--- config.mk ---
export PLATFORM = sky130hd
export DESIGN_NAME = param_universal_counter
export DESIGN_NICKNAME = d
export VERILOG_FILES = /design/src/rtl/ucnt_pkg.sv /design/src/rtl/ucnt_prescaler.sv /design/src/rtl/param_universal_counter.sv
export SDC_FILE = /design/constraint.sdc
export NUM_CORES = 1
export LEC_CHECK = 0
export CORE_ASPECT_RATIO = 1.1
export CORE_MARGIN = 5
export CORE_UTILIZATION = 42
export CTS_CLUSTER_SIZE = 28
export DETAILED_ROUTE_END_ITERATION = 6
export MAX_ROUTING_LAYER = met4
export PLACE_DENSITY = 0.66
export SYNTH_ARGS = -nofsm -noshare
export SYNTH_HDL_FRONTEND = slang
export SYNTH_SLANG_ARGS = --single-unit
--- constraint.sdc ---
create_clock -name clk -period 3.6 [get_ports clk]
set_input_delay 0.72 -clock clk [delete_from_list [all_inputs] [get_ports clk]]
set_output_delay 0.72 -clock clk [all_outputs]
set_load 0.01 [all_outputs]
--- src/rtl/ucnt_pkg.sv ---
// ucnt_pkg: shared constants and helpers for param_universal_counter
package ucnt_pkg;
    localparam logic UCNT_DIR_UP = 1'b1;
    localparam logic UCNT_DIR_DOWN = 1'b0;
    localparam int UCNT_DEFAULT_WIDTH = 8;
    function automatic int ucnt_pw(input int prescale);
        return (prescale <= 2) ? 1 : $clog2(prescale);
    endfunction
endpackage

--- src/rtl/ucnt_prescaler.sv ---
// ucnt_prescaler: divides enabled cycles by PRESCALE, tick on the last one
module ucnt_prescaler
    import ucnt_pkg::*;
#(
    parameter int PRESCALE = 1
) (
    input  logic clk,
    input  logic rst,
    input  logic en,
    input  logic clr,
    output logic tick
);
    localparam int PW = ucnt_pw(PRESCALE);
    localparam logic [PW-1:0] LAST = PW'(PRESCALE - 1);
    logic [PW-1:0] cnt;
    assign tick = en && cnt == LAST;
    always_ff @(posedge clk or posedge rst) begin
        if (rst) cnt <= '0;
        else if (clr) cnt <= '0;
        else if (en) cnt <= tick ? '0 : cnt + 1'b1;
    end
endmodule

--- src/rtl/param_universal_counter.sv ---
// param_universal_counter: bounded up/down counter with step, prescaler and tc pulse
// Saturation mode and the sat port exist only when UCNT_SAT_EN is defined.
module param_universal_counter
    import ucnt_pkg::*;
#(
    parameter int WIDTH = UCNT_DEFAULT_WIDTH,
    parameter int PRESCALE = 1
) (
    input  logic             clk,
    input  logic             rst,
    input  logic             en,
    input  logic             load,
    input  logic [WIDTH-1:0] load_value,
    input  logic             up_down_count,
    input  logic [WIDTH-1:0] step,
    input  logic [WIDTH-1:0] max_value,
`ifdef UCNT_SAT_EN
    input  logic             sat,
`endif
    output logic [WIDTH-1:0] count_out,
    output logic             tc
);
    logic tick, sat_on, ovf, udf, oor, ev;
    logic [WIDTH:0] sum;
    logic [WIDTH-1:0] nxt, ld;
`ifdef UCNT_SAT_EN
    assign sat_on = sat;
`else
    assign sat_on = 1'b0;
`endif
    ucnt_prescaler #(.PRESCALE(PRESCALE)) u_pre (
        .clk(clk), .rst(rst), .en(en), .clr(load), .tick(tick)
    );
    always_comb begin
        sum = {1'b0, count_out} + {1'b0, step};
        ld = load_value > max_value ? max_value : load_value;
        oor = count_out > max_value;
        ovf = sum > {1'b0, max_value};
        udf = step > count_out;
        ev = 1'b0;
        nxt = count_out;
        // a zero step is never a boundary event, even when out of range
        if (step != '0) begin
            if (up_down_count == UCNT_DIR_UP) begin
                ev = ovf;
                nxt = ovf ? (sat_on ? max_value : '0) : sum[WIDTH-1:0];
            end else begin
                ev = oor || udf;
                nxt = oor ? max_value : udf ? (sat_on ? '0 : max_value) : count_out - step;
            end
        end
    end
    always_ff @(posedge clk or posedge rst) begin
        if (rst) begin
            count_out <= '0;
            tc <= 1'b0;
        end else if (load) begin
            count_out <= ld;
            tc <= 1'b0;
        end else if (tick) begin
            count_out <= nxt;
            tc <= ev;
        end else begin
            tc <= 1'b0;
        end
    end
endmodule

==> run_results.csv <==
group,metric,value,unit
die,fp.dieW,75.48,um
synth,synth_cell_types,46,
global_route,grt_max_degree,14,
worst_setup_path,cp_max_fo,8,
global_route,overflow,0,
clock_tree,clk_pin_slew,0.05,ns
synth,synth_common_cells,"ha_1 (40), inv_1 (31), a21oi_1 (18)",
min_path,min_path_type,"flop to flop",
sta,worst_slew_pin_slew,1.005,ns
sta,setup_slack,0.08947,ns
routing,wirelength,6316,um
pwr,vdd_drop_max,0.2278,mV
placement,hpwlAfterDp,4866,um
global_route,grt_usage,0.2148,
sta,final.period_utilization,0.9751,
worst_setup_path,timing_worst_setup_path_type,"input port to flop",
clock_tree,clock_latency,0.23,ns
worst_setup_path,worst_ep_arrival_time,3.66,ns
min_path,hold_path_depth,1,
sta,hold_viol,0,
synth,synth_top_flop_cell,"dfrtp_1",
clock_tree,clockBufferDepth,2,
routing,drt-initial-drc-count,105,
synth,synth_top_area_frac,0.2527,
sta,slew_violations,0,
die,rows,26,
synth,synth_area_leaders,"ha_1 (25%), dfrtp_1 (13%), mux2i_1 (6.6%), inv_1 (5.9%), a21oi_1 (4.5%)",
die,top_level_ports,38,
sta,whs,0.5301,ns
worst_setup_path,crit_start,"step[3]",
layout,nNetsFinal,390,
synth,avgSynthCellArea,8.464,um^2
worst_setup_path,reg2reg_slack,0.31,ns
die,start_util,0.4288,
worst_setup_path,timing.rr.start,"count_out[0]",
pwr,power_leakage,0.001437,uW
sta,fmax,284.9,MHz
worst_setup_path,rr_worst_depth,14,
synth,synth_nets,305,
synth,yosys_warnings,0,
run,drv_cap,0,
pwr,power_density,450.6,mW/mm^2
clock_tree,h-tree-depth,1,
clock_tree,cts_tree,"yes",
global_route,grt_pass1_vias,2092,
synth,netlist_instances,234,
synth,ys_ff_latch,10,
layout,n_antenna_cell,0,
synth,yosysMostFrequentCell,"ha_1",
routing,via_per_inst,5.394,
placement,port_buffers,37,
sta,skew,0.0008533,ns
placement,place_congestion,0.8964,
sta,finalCriticalPeriod,3.511,ns
layout,drive_gt1_frac,0.3659,
placement,dp_slack,-0.6310,ns
global_route,grt_pass1_wl,9867,um
outcome,status,"finished clean",
global_route,antenna_found_initial,0,
min_path,hold_end,"u_pre.cnt",
min_path,hold_start,"u_pre.cnt",
sta,finalSetupViolations,0,
clock_tree,cts.sinks,10,
die,die_h,82.03,um
worst_setup_path,required,3.75,ns
synth,synth_top_area_cell,"ha_1",
synth,syn_area,0.001981,mm^2
clock_tree,postCtsHoldBufs,0,
clock_tree,cts_inserted_buffers,3,
sta,grt_setup_unrepaired,"false",
layout,multi_input_area,0.001838,mm^2
routing,ant_nets,0,
routing,wire_per_inst,16.93,um
synth,synth_edf_count,0,
die,core,0.004619,mm^2
sta,slew_headroom,0.3263,
layout,syn2layout_area_growth,54.96,%
synth,postSynth.asyncResetShare,1.000,
synth,ys_seq_area_frac,0.1263,
worst_setup_path,r2r_end,"count_out[3]",
worst_setup_path,crit_path_end_kind,"flop",
clock_tree,cts_root_buf,"clkbuf_8",
routing,drc_errors,0,
die,die-area,0.006191,mm^2
layout,nFillCells,386,
layout,final-seq-area,250.2,um^2
routing,vias,2012,
routing,drt_pass1_iterations,4,
worst_setup_path,critPathLaunchType,"input port",
cells in the final DEF, fill, tap and decap left out, types with 2 or more instances in the layout:
cell type,instances
buf_4,47
clkdlybuf4s50_1,31
ha_1,30
inv_1,24
nor2_1,14
a21oi_1,14
mux2i_1,13
dfrtp_1,10
nand2_1,8
ha_4,8
nor2b_1,7
inv_2,7
o221a_2,7
nand2b_1,6
xnor2_1,6
a211oi_2,6
nand4_1,5
o21ai_0,5
a21o_1,4
a21oi_2,4
xnor2_2,4
o21a_1,3
nand3b_1,3
clkbuf_8,3
o22ai_1,2
a311oi_2,2
nand2b_4,2
nor2_2,2
nor3_2,2
nor4_1,2
or2_2,2
ha_2,2
clkbuf_2,2
clkdlybuf4s15_1,2
buf_6,2
logic make-up (layout without fill, tap and decap cells):
kind of cell	after synthesis	count (layout)	synth area share
compound gates	59	59	0.2363
xor+xnor	11	11	0.04864
simple gates	60	60	0.1649
flops	10	10	0.1263
buf+inv	38	121	0.07960
fa+ha+maj	42	42	0.2729
mux	14	14	0.07138
how the worst max path moves through the flow:
stage / endpoint / slack, ns / cells after the start
final: count_out[3] / 0.09 / 14
after global placement: count_out[3] / -0.64 / 15
after floorplan: count_out[2] / 0.01 / 14
after detailed placement: count_out[3] / -0.63 / 15
after CTS: count_out[1] / 0.0000004 / 16
after global routing: count_out[3] / 0.001 / 14
state kept, by name, indices dropped and copies added (netlist names):
register / flops
count_out: 8
tc: 1
u_pre.cnt: 1
critical path, stage by stage:
cell and delay (ns):
clkdlybuf4s15_1 0.21, inv_2 0.06, ha_4 0.21, or4_4 0.54, nand3b_1 0.15, xnor2_2 0.16
inv_2 0.08, ha_4 0.26, nand4_1 0.09, o32a_1 0.35, o2bb2ai_4 0.19, o31ai_4 0.14
o221a_2 0.32, a211oi_2 0.19
report_power, final:
group / leakage (uW) / total (uW) / internal, uW / switching, uW
logic: 0.00130 / 1110 / 580 / 529
clock network: 0.0000216 / 113 / 72.9 / 40.5
registers: 0.000118 / 160 / 133 / 27.1
per-stage QoR:
stage | power (uW) | util | TNS [ns] | std cells | cell area [um^2]
after CTS | 1257 | 0.6354 | 0 | 368 | 2935
after detailed placement | 1023 | 0.5878 | -4.940 | 361 | 2715
after global routing | 1478 | 0.6644 | 0 | 373 | 3069
after global placement | 1015 | 0.5878 | -5.017 | 361 | 2715
final | 1383 | 0.6644 | 0 | 373 | 3069
after floorplan | 684.0 | - | 0 | 234 | 1996
layout make-up:
cell class,instances,area share
Multi-Input combinational cell,186,0.5989
Timing Repair Buffer,87,0.2454
Sequential cell,10,0.08153
Inverter,31,0.03791
Tap cell,56,0.02283
Clock buffer,3,0.01345
layer usage:
| layer | up-vias | GRT usage | share of wire |
|---|---|---|---|
| li1 | 1010 | - | - |
| met1 | 934 | 0.2632 | 0.44 |
| met2 | 56 | 0.3705 | 0.50 |
| met3 | 12 | 0.01591 | 0.040 |
| met4 | 0 | 0.06818 | 0.016 |
| met5 | - | - | 0 |
repair_timing:
action,4_1_cts,5_1_grt
buffers inserted,4,5
pin swaps,26,21
setup endpoints to repair,9,7
gates resized for setup,36,25
Note: power is estimated with default switching activity, not from simulation.
